$ cat src/rtl/image_loader.sv
// Byte-stream frame loader: sync byte, NUM_PIXELS pixels, 8-bit checksum.
// Writes pixels into the input RAM, then requests a coprocessor run until it reports done.
module image_loader #(
    parameter int          NUM_PIXELS     = 4096,
    parameter int          ADDR_W         = 12,
    parameter logic [7:0]  SYNC_BYTE      = 8'hAA,
    parameter int          TIMEOUT_CYCLES = 5000000
) (
    input  logic              clock_50MHz,
    input  logic              reset_n,
    input  logic [7:0]        rx_data,
    input  logic              rx_valid,
    output logic              rx_ready,
    output logic [ADDR_W-1:0] wraddress,
    output logic [7:0]        data,
    output logic              wren,
    output logic              enable_start,
    input  logic              acabou,
    output logic              ocupado,
    output logic              erro,
    output logic              frame_ok
);

    localparam int                CNT_W    = $clog2(TIMEOUT_CYCLES + 1);
    localparam logic [ADDR_W-1:0] IDX_LAST = ADDR_W'(NUM_PIXELS - 1);
    localparam logic [CNT_W-1:0]  TMO_LAST = CNT_W'(TIMEOUT_CYCLES - 1);

    typedef enum logic [1:0] {IDLE, RECEBE, CHECKSUM, START} state_t;

    state_t            state_q, state_d;
    logic [ADDR_W-1:0] idx_q, idx_d;
    logic [7:0]        sum_q, sum_d;
    logic [CNT_W-1:0]  tmo_q, tmo_d;
    logic              acabou_q;
    logic              rx_ready_q, rx_ready_d;
    logic [ADDR_W-1:0] wraddress_q, wraddress_d;
    logic [7:0]        data_q, data_d;
    logic              wren_q, wren_d;
    logic              enable_start_q, enable_start_d;
    logic              ocupado_q, ocupado_d;
    logic              erro_q, erro_d;
    logic              frame_ok_q, frame_ok_d;

    logic accept;
    logic tmo_hit;

    assign accept  = rx_valid && rx_ready_q;
    assign tmo_hit = (tmo_q == TMO_LAST);

    always_comb begin
        state_d     = state_q;
        idx_d       = idx_q;
        sum_d       = sum_q;
        erro_d      = erro_q;
        wraddress_d = wraddress_q;
        data_d      = data_q;
        wren_d      = 1'b0;
        frame_ok_d  = 1'b0;

        case (state_q)
            IDLE: begin
                if (accept && rx_data == SYNC_BYTE) begin
                    erro_d  = 1'b0;
                    idx_d   = '0;
                    sum_d   = '0;
                    state_d = RECEBE;
                end
            end
            RECEBE: begin
                // An accepted byte wins over a timeout in the same cycle
                if (accept) begin
                    wren_d      = 1'b1;
                    wraddress_d = idx_q;
                    data_d      = rx_data;
                    sum_d       = sum_q + rx_data;
                    if (idx_q == IDX_LAST) begin
                        state_d = CHECKSUM;
                    end else begin
                        idx_d = idx_q + ADDR_W'(1);
                    end
                end else if (tmo_hit) begin
                    erro_d  = 1'b1;
                    state_d = IDLE;
                end
            end
            CHECKSUM: begin
                if (accept) begin
                    if (rx_data == sum_q) begin
                        frame_ok_d = 1'b1;
                        state_d    = START;
                    end else begin
                        erro_d  = 1'b1;
                        state_d = IDLE;
                    end
                end else if (tmo_hit) begin
                    erro_d  = 1'b1;
                    state_d = IDLE;
                end
            end
            START: begin
                if (acabou && !acabou_q) begin
                    state_d = IDLE;
                end
            end
            default: state_d = IDLE;
        endcase

        if (accept || state_d != state_q || !(state_q == RECEBE || state_q == CHECKSUM)) begin
            tmo_d = '0;
        end else begin
            tmo_d = tmo_q + CNT_W'(1);
        end

        // Level outputs are derived from the next state so they stay registered
        rx_ready_d     = (state_d != START);
        enable_start_d = (state_d == START);
        ocupado_d      = (state_d != IDLE);
    end

    always_ff @(posedge clock_50MHz or negedge reset_n) begin
        if (!reset_n) begin
            state_q        <= IDLE;
            idx_q          <= '0;
            sum_q          <= '0;
            tmo_q          <= '0;
            acabou_q       <= 1'b1;
            rx_ready_q     <= 1'b0;
            wraddress_q    <= '0;
            data_q         <= '0;
            wren_q         <= 1'b0;
            enable_start_q <= 1'b0;
            ocupado_q      <= 1'b0;
            erro_q         <= 1'b0;
            frame_ok_q     <= 1'b0;
        end else begin
            state_q        <= state_d;
            idx_q          <= idx_d;
            sum_q          <= sum_d;
            tmo_q          <= tmo_d;
            acabou_q       <= acabou;
            rx_ready_q     <= rx_ready_d;
            wraddress_q    <= wraddress_d;
            data_q         <= data_d;
            wren_q         <= wren_d;
            enable_start_q <= enable_start_d;
            ocupado_q      <= ocupado_d;
            erro_q         <= erro_d;
            frame_ok_q     <= frame_ok_d;
        end
    end

    assign rx_ready     = rx_ready_q;
    assign wraddress    = wraddress_q;
    assign data         = data_q;
    assign wren         = wren_q;
    assign enable_start = enable_start_q;
    assign ocupado      = ocupado_q;
    assign erro         = erro_q;
    assign frame_ok     = frame_ok_q;

endmodule

$ cat config.mk
export PLATFORM = sky130hd
export DESIGN_NAME = image_loader
export DESIGN_NICKNAME = d
export VERILOG_FILES = /design/src/rtl/image_loader.sv
export SDC_FILE = /design/constraint.sdc
export NUM_CORES = 1
export LEC_CHECK = 0
export BUFFER_PORTS_ARGS = -buffer_cell sky130_fd_sc_hd__buf_2
export CORE_ASPECT_RATIO = 0.6
export CORE_MARGIN = 1.5
export CORE_UTILIZATION = 43
export DETAILED_ROUTE_END_ITERATION = 10
export PLACE_DENSITY = 0.66
export SETUP_SLACK_MARGIN = 0.4
export SLEW_MARGIN = 30
export SYNTH_ARGS = -nofsm -noshare
export SYNTH_HDL_FRONTEND = slang
export SYNTH_SLANG_ARGS = --single-unit
$ cat constraint.sdc
create_clock -name clock_50MHz -period 2.63 [get_ports clock_50MHz]
set_input_delay 0.526 -clock clock_50MHz [delete_from_list [all_inputs] [get_ports clock_50MHz]]
set_output_delay 0.526 -clock clock_50MHz [all_outputs]
set_load 0.02 [all_outputs]
==> impl_results.md <==
- Result of the run: completed
- Final Wtd Congestion: a little over 0.8
- Transition at the pin with the smallest max-transition slack: ~520 ps
- Dpl hpwl: ~6.3 mm
- Number of failing hold endpoints at the final stage: 0
- Global-route wire length before repair: ~14 mm
- Number of nets in the layout: between 400 and 500
- Pins Over Slew Limit: 0
- Path class of the lowest-slack min-delay path: input pin to async pin
- Number of iterations in the first detailed-routing pass: 5
- Largest net degree at the start of global routing: 28
- Maximum clock insertion buffer count: 2
- Clock sink count: a little over 70
- Main flop type after synthesis: sky130_fd_sc_hd__dfrtp_1
- Detailed Route WL: 8.72 mm
- Post-CTS clock slew at the launch and capture registers of the worst setup and hold paths: approximately 50 ps
- Overall Global Routing Usage: 0.192
- Post-DR vias/cell: approximately 5.3
- Register-to-Register Setup Slack: roughly 520 ps
- Clock buffer count from CTS: 9
- Via count of the first global-routing pass: between 2000 and 3000
- Final period utilization: 0.802
- Total power after layout: between 4000 and 5000 uW
- Remaining DRCs: 0
- CP arrival: about 2300 ps
- Ratio of cells with drive above 1 in the final layout: 0.204
- Die Footprint: between 0.009 and 0.01 sq mm
- Total number of vias: just over 3000
- Async SR Flop Fraction: 1.00
- Area of the placeable core: around 0.0086 sq mm
- H-tree depth: 3
- Number of enable-type register cells in the synthesized netlist: 0
- Number of max-cap violations: 0
- Path type of the worst setup path: flop to flop
- Mapped cell area: 0.00380 sq mm
- Syn Nets: ~430
- TritonCTS clock tree: built
- Relative max-transition margin: 0.649
- Buffers on Ports: 37
- Clock period minus worst slack: about 2100 ps
- Final ANT Viol Nets: 0
- Drt first-iter violations: 200
- Initial cell density of the core: 0.445
- Static power due to leakage: about 0.0021 uW
- Floorplan die height: between 70 and 80 microns
- Number of placement rows: 26
- Data required time of the worst path: approximately 2900 ps
- RSZ-0062 raised after global routing: false
- Count of cell types in the netlist: 54
- WL/cell: ~15 microns
- Setup TNS: 0 ps
- Clock root buffer: sky130_fd_sc_hd__clkbuf_16
- Worst vdd ir: 0.469 mV
- Initial antenna violation count: 0
- Number of buffers added to fix hold violations after cts: 0
- Overflow left after global routing: 0
- Number of antenna diodes: 0
- Crit end category: flop
- Number of warnings printed during yosys synthesis: 0
- Fraction of the yosys area taken by sequential cells: 0.474
- Final setup violation count: 0
- Crit path launch type: flop
- Register bit count reported by yosys: a little over 70
- IO Count: 38
- Final Skew: 5.33 ps
- Area growth from synthesis to layout: 19.6%
- Synth Instances: ~400
- Crit path max fanout: 2
- Power per cell area: 938 mW/mm^2
- Syn avg cell area: roughly 9.4 sq um
- Clock latency on the worst-skew pair: between 300 and 400 ps
- Upper clock frequency limit: between 400 and 500 MHz
- Horiz. Die Dim: roughly 120 microns
-- state kept, by name (all words and copies together), names as in the netlist, 2 cells and up --
signal,flops
wraddress,12
sum_q,8
tmo_q,23
data,8
state_q,2
idx_q,12
-- metal layers --
layer  global-route usage  wire (microns)
met5                    0               0
met4               0.0536              45
met3               0.0548             467
met2                0.259            3430
met1                0.294            4770
-- synth_stat cells (2+ instances only) --
| library cell | instances | area [sq um] |
|---|---|---|
| sky130_fd_sc_hd__nand3b_1 | 2 | 15.0 |
| sky130_fd_sc_hd__xnor2_1 | 24 | 210 |
| sky130_fd_sc_hd__nor3_2 | 2 | 20.0 |
| sky130_fd_sc_hd__inv_1 | 16 | 60.1 |
| sky130_fd_sc_hd__or2_2 | 2 | 12.5 |
| sky130_fd_sc_hd__o21a_1 | 3 | 22.5 |
| sky130_fd_sc_hd__and4_1 | 4 | 35.0 |
| sky130_fd_sc_hd__a21boi_0 | 2 | 15.0 |
| sky130_fd_sc_hd__ha_1 | 14 | 175 |
| sky130_fd_sc_hd__nand2_1 | 85 | 319 |
| sky130_fd_sc_hd__a211oi_1 | 2 | 15.0 |
| sky130_fd_sc_hd__a22o_1 | 2 | 17.5 |
| sky130_fd_sc_hd__nor2_1 | 26 | 97.6 |
| sky130_fd_sc_hd__o21ai_0 | 9 | 45.0 |
| sky130_fd_sc_hd__nand4_1 | 10 | 62.6 |
| sky130_fd_sc_hd__nand3_1 | 22 | 110 |
| sky130_fd_sc_hd__a21oi_1 | 6 | 30.0 |
| sky130_fd_sc_hd__nor3_1 | 28 | 140 |
| sky130_fd_sc_hd__o211ai_1 | 3 | 22.5 |
| sky130_fd_sc_hd__dfrtp_1 | 71 | 1780 |
| sky130_fd_sc_hd__clkbuf_1 | 8 | 30.0 |
| sky130_fd_sc_hd__nor4b_1 | 2 | 17.5 |
| sky130_fd_sc_hd__nor4_4 | 2 | 42.5 |
| sky130_fd_sc_hd__and3_1 | 2 | 12.5 |
| sky130_fd_sc_hd__nand2b_1 | 2 | 12.5 |
| sky130_fd_sc_hd__buf_6 | 2 | 22.5 |
| sky130_fd_sc_hd__buf_2 | 3 | 15.0 |
| sky130_fd_sc_hd__and2_1 | 3 | 18.8 |
| sky130_fd_sc_hd__nor4_1 | 9 | 56.3 |
| sky130_fd_sc_hd__xor2_1 | 14 | 123 |
-- worst max-delay path, cell delays in order, from the launching register on --
cell and delay (ps):
sky130_fd_sc_hd__dfrtp_1 390, sky130_fd_sc_hd__ha_1 220, sky130_fd_sc_hd__fa_1 410, sky130_fd_sc_hd__a21o_1 200, sky130_fd_sc_hd__a21oi_1 210, sky130_fd_sc_hd__o21bai_1 90
sky130_fd_sc_hd__a21oi_1 200, sky130_fd_sc_hd__xnor2_1 80, sky130_fd_sc_hd__a22o_1 200
-- worst paths after layout --
| path | cells after the start | from | end |
|---|---|---|---|
| max reg2reg | 8 | sum_q[0]$_DFFE_PN0P_ | sum_q[6]$_DFFE_PN0P_ |
| min reg2reg | 2 | wraddress[0]$_DFFE_PN0P_ | wraddress[0]$_DFFE_PN0P_ |
| max in group asynchronous | 2 | reset_n | acabou_q$_DFF_PN1_ |
| max | 8 | sum_q[0]$_DFFE_PN0P_ | sum_q[6]$_DFFE_PN0P_ |
| min | 1 | reset_n | tmo_q[3]$_DFF_PN0_ |
| min in group clock_50MHz | 1 | acabou | acabou_q$_DFF_PN1_ |
-- cell type report --
class	instances	area [sq um]
Sequential cell	72	1800
Multi-Input combinational cell	301	1910
Tap cell	112	140
Inverter	16	60.1
Timing Repair Buffer	57	335
Fill cell	773	4010
Clock inverter	3	40.0
Clock buffer	12	267
-- per-stage QoR --
step,std cells,setup WS [ps],instance area (sq um),hold slack (ps),utilization
2_1_floorplan,404,516,3800,230,-
3_3_place_gp,557,138,4180,453,0.489
3_5_place_dp,557,30.9,4180,458,0.489
4_1_cts,572,405,4500,173,0.525
5_1_grt,573,402,4550,195,0.532
6_report,573,521,4550,167,0.532
-- cells in the final DEF, fill, tap and decap left out, drive strengths merged, types with 3 or more instances in the layout --
cell	synthesis	final
ha	14	14
o21ai	9	9
nand4	11	11
and2	3	3
nor4	12	12
nand2	86	86
nor2	27	27
nor3	30	30
clkbuf	8	12
inv	16	16
a21oi	6	6
buf	7	57
xnor2	24	24
o211ai	3	3
nand3	23	23
xor2	14	14
o21a	3	3
dfrtp	71	71
and4	4	4
-- power by group --
part	internal [uW]	switching [uW]
sequential	1340	177
clock	802	435
combinational	555	962
total	2690	1570
-- cell families after synthesis --
logic type / count (synthesis) / share of synthesized area
fa+ha+maj: 15 / 0.0513
mux: 1 / 0.00296
flops: 72 / 0.474
simple gates: 212 / 0.284
buf+inv: 31 / 0.0395
compound gates: 35 / 0.0605
xor+xnor: 38 / 0.0875
-- timing repair --
action                                  in CTS  in global routing
buffers inserted                             0                  1
endpoints found under the setup margin      22                 33
resized for setup                            1                  8
pin swaps                                    0                  2
Power figures use the tool's default switching activity.
